$ cat src/rtl/mac_tx_framer.sv
// mac_tx_framer
//   Ethernet TX frame sequencer. Pulls 16-bit payload words from an upstream
//   source and emits preamble/SFD, payload, optional zero pad and the FCS
//   produced by an external 16-bit CRC-32 engine, then holds the line idle
//   for the inter-frame gap.
//
//   Build option: TX_PAD_EN -- when defined, short frames are zero-padded
//   up to MIN_WORDS payload words; when undefined the PAD state does not
//   exist and short frames go out unpadded.
//
// Ports
//   clk, rst_n      clock, asynchronous active-low reset
//   s_dat/s_valid/s_last/s_ready   upstream payload handshake
//   crc_dat/crc_en  CRC engine data/advance (combinational from state)
//   crc_rst         CRC engine reset, registered, active-high
//   crc_out         CRC engine result (already inverted/bit-reversed)
//   tx_dat/tx_en    registered line word and frame-content qualifier
//   tx_err          registered one-cycle abort strobe
//   busy            state != IDLE
//   frame_cnt       registered count of completed frames (wraps)
module mac_tx_framer #(
  parameter int unsigned PRE_WORDS = 4,
  parameter int unsigned MIN_WORDS = 30,
  parameter int unsigned MAX_WORDS = 757,
  parameter int unsigned IFG_WORDS = 6
) (
  input  logic        clk,
  input  logic        rst_n,
  input  logic [15:0] s_dat,
  input  logic        s_valid,
  input  logic        s_last,
  output logic        s_ready,
  output logic [15:0] crc_dat,
  output logic        crc_en,
  output logic        crc_rst,
  input  logic [31:0] crc_out,
  output logic [15:0] tx_dat,
  output logic        tx_en,
  output logic        tx_err,
  output logic        busy,
  output logic [15:0] frame_cnt
);

  // One counter serves as preamble index, payload word count and gap count;
  // it must reach MAX_WORDS+1 so the oversize word can be recognised.
  localparam int unsigned CW = $clog2(MAX_WORDS + 1);

  typedef enum logic [2:0] {
    IDLE,
    PRE,
    DATA,
`ifdef TX_PAD_EN
    PAD,
`endif
    FCS0,
    FCS1,
    IFG
  } state_e;

  state_e        state_q, state_d;
  logic [CW-1:0] cnt_q, cnt_d;
  logic [15:0]   tx_dat_q, tx_dat_d;
  logic          tx_en_q, tx_en_d;
  logic          tx_err_q, tx_err_d;
  logic          crc_rst_q, crc_rst_d;
  logic [15:0]   frame_cnt_q, frame_cnt_d;

  always_comb begin
    state_d     = state_q;
    cnt_d       = cnt_q;
    tx_dat_d    = '0;
    tx_en_d     = 1'b0;
    tx_err_d    = 1'b0;
    crc_rst_d   = 1'b0;
    frame_cnt_d = frame_cnt_q;
    s_ready     = 1'b0;
    crc_en      = 1'b0;
    crc_dat     = '0;
    unique case (state_q)
      IDLE: begin
        // Engine held in reset; the starting word is not consumed here.
        crc_rst_d = 1'b1;
        cnt_d     = '0;
        if (s_valid) state_d = PRE;
      end
      PRE: begin
        tx_en_d  = 1'b1;
        tx_dat_d = (cnt_q == CW'(PRE_WORDS - 1)) ? 16'hD555 : 16'h5555;
        if (cnt_q == CW'(PRE_WORDS - 1)) begin
          cnt_d   = '0;
          state_d = DATA;
        end else begin
          cnt_d = cnt_q + 1'b1;
        end
      end
      DATA: begin
        s_ready = 1'b1;
        if (s_valid) begin
          crc_en  = 1'b1;
          crc_dat = s_dat;
          cnt_d   = cnt_q + 1'b1;
          if (!s_last && cnt_q == CW'(MAX_WORDS)) begin
            // Oversize: the word is swallowed and the frame aborted.
            tx_err_d = 1'b1;
            cnt_d    = '0;
            state_d  = IFG;
          end else begin
            tx_en_d  = 1'b1;
            tx_dat_d = s_dat;
            if (s_last) begin
`ifdef TX_PAD_EN
              state_d = (cnt_q < CW'(MIN_WORDS - 1)) ? PAD : FCS0;
`else
              state_d = FCS0;
`endif
            end
          end
        end else begin
          // Underrun: no FCS is sent, frame is not counted.
          tx_err_d = 1'b1;
          cnt_d    = '0;
          state_d  = IFG;
        end
      end
`ifdef TX_PAD_EN
      PAD: begin
        crc_en  = 1'b1;
        tx_en_d = 1'b1;
        cnt_d   = cnt_q + 1'b1;
        if (cnt_q == CW'(MIN_WORDS - 1)) state_d = FCS0;
      end
`endif
      // crc_en stays low in both FCS states, so crc_out is frozen.
      FCS0: begin
        tx_en_d  = 1'b1;
        tx_dat_d = crc_out[31:16];
        state_d  = FCS1;
      end
      FCS1: begin
        tx_en_d     = 1'b1;
        tx_dat_d    = crc_out[15:0];
        frame_cnt_d = frame_cnt_q + 16'd1;
        cnt_d       = '0;
        state_d     = IFG;
      end
      IFG: begin
        crc_rst_d = 1'b1;
        if (cnt_q == CW'(IFG_WORDS - 1)) begin
          cnt_d   = '0;
          state_d = IDLE;
        end else begin
          cnt_d = cnt_q + 1'b1;
        end
      end
      default: begin
        cnt_d   = '0;
        state_d = IDLE;
      end
    endcase
  end

  always_ff @(posedge clk or negedge rst_n) begin
    if (!rst_n) begin
      state_q     <= IDLE;
      cnt_q       <= '0;
      tx_dat_q    <= '0;
      tx_en_q     <= 1'b0;
      tx_err_q    <= 1'b0;
      crc_rst_q   <= 1'b1;
      frame_cnt_q <= '0;
    end else begin
      state_q     <= state_d;
      cnt_q       <= cnt_d;
      tx_dat_q    <= tx_dat_d;
      tx_en_q     <= tx_en_d;
      tx_err_q    <= tx_err_d;
      crc_rst_q   <= crc_rst_d;
      frame_cnt_q <= frame_cnt_d;
    end
  end

  assign tx_dat    = tx_dat_q;
  assign tx_en     = tx_en_q;
  assign tx_err    = tx_err_q;
  assign crc_rst   = crc_rst_q;
  assign frame_cnt = frame_cnt_q;
  assign busy      = (state_q != IDLE);

endmodule

$ cat config.mk
export PLATFORM = sky130hd
export DESIGN_NAME = mac_tx_framer
export DESIGN_NICKNAME = d
export VERILOG_FILES = /design/src/rtl/mac_tx_framer.sv
export SDC_FILE = /design/constraint.sdc
export NUM_CORES = 1
export LEC_CHECK = 0
export CORE_MARGIN = 3
export CORE_UTILIZATION = 35
export CTS_BUF_LIST = sky130_fd_sc_hd__clkbuf_8
export CTS_CLUSTER_SIZE = 20
export DETAILED_ROUTE_END_ITERATION = 12
export GPL_TIMING_DRIVEN = 1
export PLACE_DENSITY = 0.7
export REMOVE_ABC_BUFFERS = 1
export SLEW_MARGIN = 25
export SYNTH_ARGS = -nofsm -noshare
export SYNTH_HDL_FRONTEND = slang
export SYNTH_SLANG_ARGS = --single-unit
$ cat constraint.sdc
create_clock -name clk -period 1.8 [get_ports clk]
set_input_delay 0.36 -clock clk [delete_from_list [all_inputs] [get_ports clk]]
set_output_delay 0.36 -clock clk [all_outputs]
set_load 0.01 [all_outputs]
======== Word-level counts from Yosys, hierarchy flattened ========
Cells that the tools add are included.
storage, ports and cells
  flip-flop bits (word level) ............. 48
  bits of input ports ..................... 52
  output and inout port bits .............. 54
  word-level logic and storage cells ...... 56
cells by class
  add/subtract/negate cells ............... 2
  equality and inequality tests ........... 12
  multiplexer cells ....................... 28
  reduce and logical (&&, ||, !) cells .... 7
operator list
  cell                   number
  $mux 16                5
  $pmux 16 s4            1
  $mux 10                4
  $pmux 10 s4            1
  $mux 3                 6
  $pmux 3 s6             1
  $add 16x1->16 const B  1
  $add 10x1->10 const B  1
  $eq 10x10->1 const B   1
  $eq 10x2->1 const B    1
  $eq 10x3->1 const B    1
  $mux 1                 9
  $eq 3x2->1 const B     2
  $eq 3x3->1 const B     2
  $ne 2x2->1 const B     3
  $ne 4x4->1 const B     1
  $reduce_and 4->1       1
  $eq 3x1->1 const B     1
  $logic_not 3->1        1
  $reduce_bool 3->1      1
  $reduce_or 3->1        1
  $pmux 1 s2             1
  $reduce_or 2->1        1
  $logic_and 1x1->1      1
  $logic_not 1->1        1

======== Depth between registers and ports, before layout ========
  depth after elaboration ................. 5
  depth in mapped cells ................... 7
  depth with buffers taken out ............ 6

======== Worst setup path before layout ========
No wires, ideal clock.
  path type ............................... register -> output
  start point ............................. reg state_q[2]
  end point ............................... out crc_dat[2]
  arrival time ............................ 1382 ps
  data required time ...................... 1440 ps
  slack ................................... 58 ps
  cell stages (with the launch flop) ...... 6
  path buffers ............................ 2
  cell sequence ........................... dfrtp_1 nor4bb_1 buf_2 buf_1 nand2_1 inv_1
between the ends
  cells in the longest elaborated chain, start to end .. 2
RTL lines
  what                    line  source
  from (decl)             60    state_e state_q, state_d;
  from (signal assigned)  172   state_q <= state_d;
  $eq 3x2->1              79    unique case (state_q)
  $mux 16                 79
  to (decl)               33    output logic [15:0] crc_dat,
Every way passes these cells.

======== Worst setup path after layout ========
  start point ............................. reg state_q[2]
  end point ............................... out crc_dat[7]
Same word-level chain as after synthesis.

==> key figures <==
Clock network
  • Max Root-Sink Buffers: 2
  • Root Buffer: clkbuf_8
  • CTS buffer count: 5
  • CTS clk-pin slew, worst paths: 0.09 ns
  • TritonCTS clock tree: done
  • TritonCTS Sinks: 48
  • H-tree depth: 2
  • Worst skew pair latency: approximately 0.30 ns

Placed design
  • Routability Congestion: between 0.7 and 0.8
  • Post-DP HPWL: 6.00 mm
  • Dpl ws: -0.698 ns
  • Number of port buffers: 105

Floorplan
  • Cell row count: 30
  • Chip width: between 90 and 100 um
  • Area of the core: 6870 um^2
  • Initial core utilization: 36.7%
  • Die Footprint: 8250 um^2
  • Die Ht: between 90 and 100 um
  • # IOs: roughly 110

STA
  • Hold Fails Final Rpt: 0
  • Max Freq: 478 MHz
  • RSZ-0062 raised after global routing: true
  • Slew Viols, Final: 0
  • Slew margin rel.: between 70% and 80%
  • Min setup slack post-route: -0.294 ns
  • Clock Skew: 0.00671 ns
  • Final setup violation count: 27
  • Worst-margin pin slew: 0.433 ns
  • TNS Setup: -3.70 ns
  • Final Cycle Share: 116%
  • Period minus WS final: 2.09 ns

Outcome
  • Outcome: finished, violations left
  • Failing checks: setup timing

Cells and area
  • Final core occ: 68.3%
  • Ant. Diodes: 0
  • Share of cells above drive strength 1: 39.1%
  • P&R area growth vs syn: 86.1%
  • Fin nets: 496

GRT
  • Vias in the first global route: 2677
  • Gr usage total: 20.2%
  • GR Overflow Total: 0
  • Largest net degree at the start of global routing: 21
  • Initial antenna violation count: 0
  • First-pass GRT wire length: 13.5 mm

Drt
  • Total number of vias: about 2700
  • Final wirelength: 8.66 mm
  • 1st-iter DRT viols: 90
  • Drt wl/cell: 16.1 um
  • Detail Route Antenna Nets: 0
  • Vias/cell: 4.98
  • TritonRoute pass-1 iters: 4
  • DRC viols: 0

Power
  • Leak pwr: between 2 and 2.5 nW
  • Clk pwr share: 13.8%
  • Switching share of power: 36.4%
  • Combinational power share: 55.2%
  • Sequential Power Share: 31.0%
  • PwrDens: 1070 nW/um^2
  • Max VDD drop: 586 uV
  • Int Pwr: about 0.0032 W
  • Sw Pwr: 0.00182 W

Setup path
  • Arrival time at the worst endpoint: about 1.7 ns
  • Max stage delay on crit path: 0.44 ns
  • CP required: 1.44 ns
  • CP Launch Type: register
  • Crit path cell chain: nor4bb_4 > buf_4 > clkbuf_16 > buf_6 > buf_6 > nand2_2 > inv_2 > buf_6
  • Reg-to-reg setup timing slack: -0.13 ns
  • Top cell by count, worst path: buf_6
  • Peak fanout along the critical path: 4
  • CP Capture Type: output port
  • CP max stage cell: dfrtp_1
  • Crit path kind: register to output port

Logic synthesis
  • Synthesized flop and latch total: 48
  • Cell variety after synth: 50
  • Post-synth top area share: 46.7%
  • Top FF cell, synth: dfrtp_1
  • Synthesized cell area: 2520 um^2
  • Cell with the most instances after synthesis: dfrtp_1
  • Synth Instances: 260
  • Post-synth EDFFs: 0
  • Mean post-synth cell area: slightly below 10 um^2
  • Top cells by area, synth: dfrtp_1 47%, nand2_1 5.7%, xnor2_1 3.8%
  • Ys Warns: 0
  • FFs w/ async S/R, synth: 100%
  • Cell taking the most area after synthesis: dfrtp_1
  • Sequential share of the synthesized area: 47.7%
  • Synth top cells by count: 47 x dfrtp_1, 38 x nand2_1, 23 x inv_1

Min path
  • HP Class: register to register

Flow run
  • Max-cap viol count: 0
-- kinds of logic (layout without fill, tap and decap cells) --
family / count (synthesis) / after routing / synth area share [%]
simple gates: 93 / 93 / 21.7
compound gates: 60 / 60 / 16.3
flops: 48 / 48 / 47.7
buf+inv: 37 / 219 / 6.06
xor+xnor: 17 / 17 / 5.91
fa+ha+maj: 3 / 3 / 1.49
mux: 2 / 2 / 0.844
-- area by class of cell --
type / instances / area [um^2]
clock inverters: 2 / 15.0
well taps: 96 / 120
repair buffers: 188 / 1770
flip-flops and latches: 48 / 1200
multi-input cells: 175 / 1410
fillers: 492 / 2180
inverters: 23 / 86.3
clock buffers: 6 / 82.6
-- cells in the final DEF (no fill, tap or decap), types with 10 or more instances in the layout --
cell	count
xnor2_1	11
buf_4	69
inv_2	14
nand2_4	10
buf_6	22
dfrtp_1	46
o21ai_0	17
nand2_1	25
clkdlybuf4s50_1	84
-- path summary, 6_finish.rpt --
kind                                      startpoint  cells past startpoint                        end
setup / recovery              state_q[2]$_DFFE_PN0P_                      8                 crc_dat[7]
hold / removal             frame_cnt[15]$_DFFE_PN0N_                      1  frame_cnt[15]$_DFFE_PN0N_
setup reg to reg              state_q[2]$_DFFE_PN0P_                      7     state_q[0]$_DFFE_PN0P_
hold reg to reg            frame_cnt[15]$_DFFE_PN0N_                      1  frame_cnt[15]$_DFFE_PN0N_
max in group asynchronous                      rst_n                      3          crc_rst$_DFF_PN1_
min in group asynchronous                      rst_n                      2  frame_cnt[11]$_DFFE_PN0N_
-- power groups by stage --
stage                     registers, W  clock network [W]  logic, W
final                          0.00155           0.000690   0.00276
after global routing           0.00158           0.000750   0.00294
after CTS                      0.00153           0.000705   0.00251
after detailed placement       0.00155                  0   0.00235
after global placement         0.00154                  0   0.00232
after floorplan                0.00170                  0  0.000810
-- sequential cells by signal, indices dropped and copies added (netlist names) --
| signal | cells |
|---|---|
| cnt_q | 10 |
| crc_rst | 1 |
| frame_cnt | 16 |
| state_q | 3 |
| tx_dat | 16 |
| tx_en | 1 |
| tx_err | 1 |
-- repair_timing --
action | in CTS | in global routing
resized for setup | 97 | 69
cloned | 1 | 2
pin swaps | 17 | 23
buffers inserted | 11 | 15
hold buffers | 1 | 0
hold endpoints to repair | 15 | 0
endpoints found under the setup margin | 34 | 49
-- through the flow --
step           power, W  hold WS (ns)  instances  instance area [um^2]
2_1_floorplan   0.00251        0.0644        246                  2450
3_3_place_gp    0.00386         0.312        504                  4110
3_5_place_dp    0.00390         0.309        504                  4110
4_1_cts         0.00474         0.480        524                  4340
5_1_grt         0.00527         0.501        538                  4690
6_report        0.00500         0.477        538                  4690
-- critical path: cells and delay by family (launching register included) --
family,cells,cell delay (ns)
AND/OR/NAND/NOR,2,0.36
buffers and inverters,6,0.62
flip-flops,1,0.44
-- per-layer routing --
| metal | vias to the layer above | routed length [um] | share of wire (%) | GRT usage, % |
|---|---|---|---|---|
| li1 | 1279 | - | - | - |
| met1 | 1287 | 3660 | 42 | 24.9 |
| met2 | 100 | 4390 | 51 | 35.1 |
| met3 | 13 | 467 | 5.4 | 4.92 |
| met4 | 0 | 142 | 1.6 | 5.78 |
| met5 | - | 0 | 0 | 0 |
No activity file was read; power rests on OpenSTA's default activity.
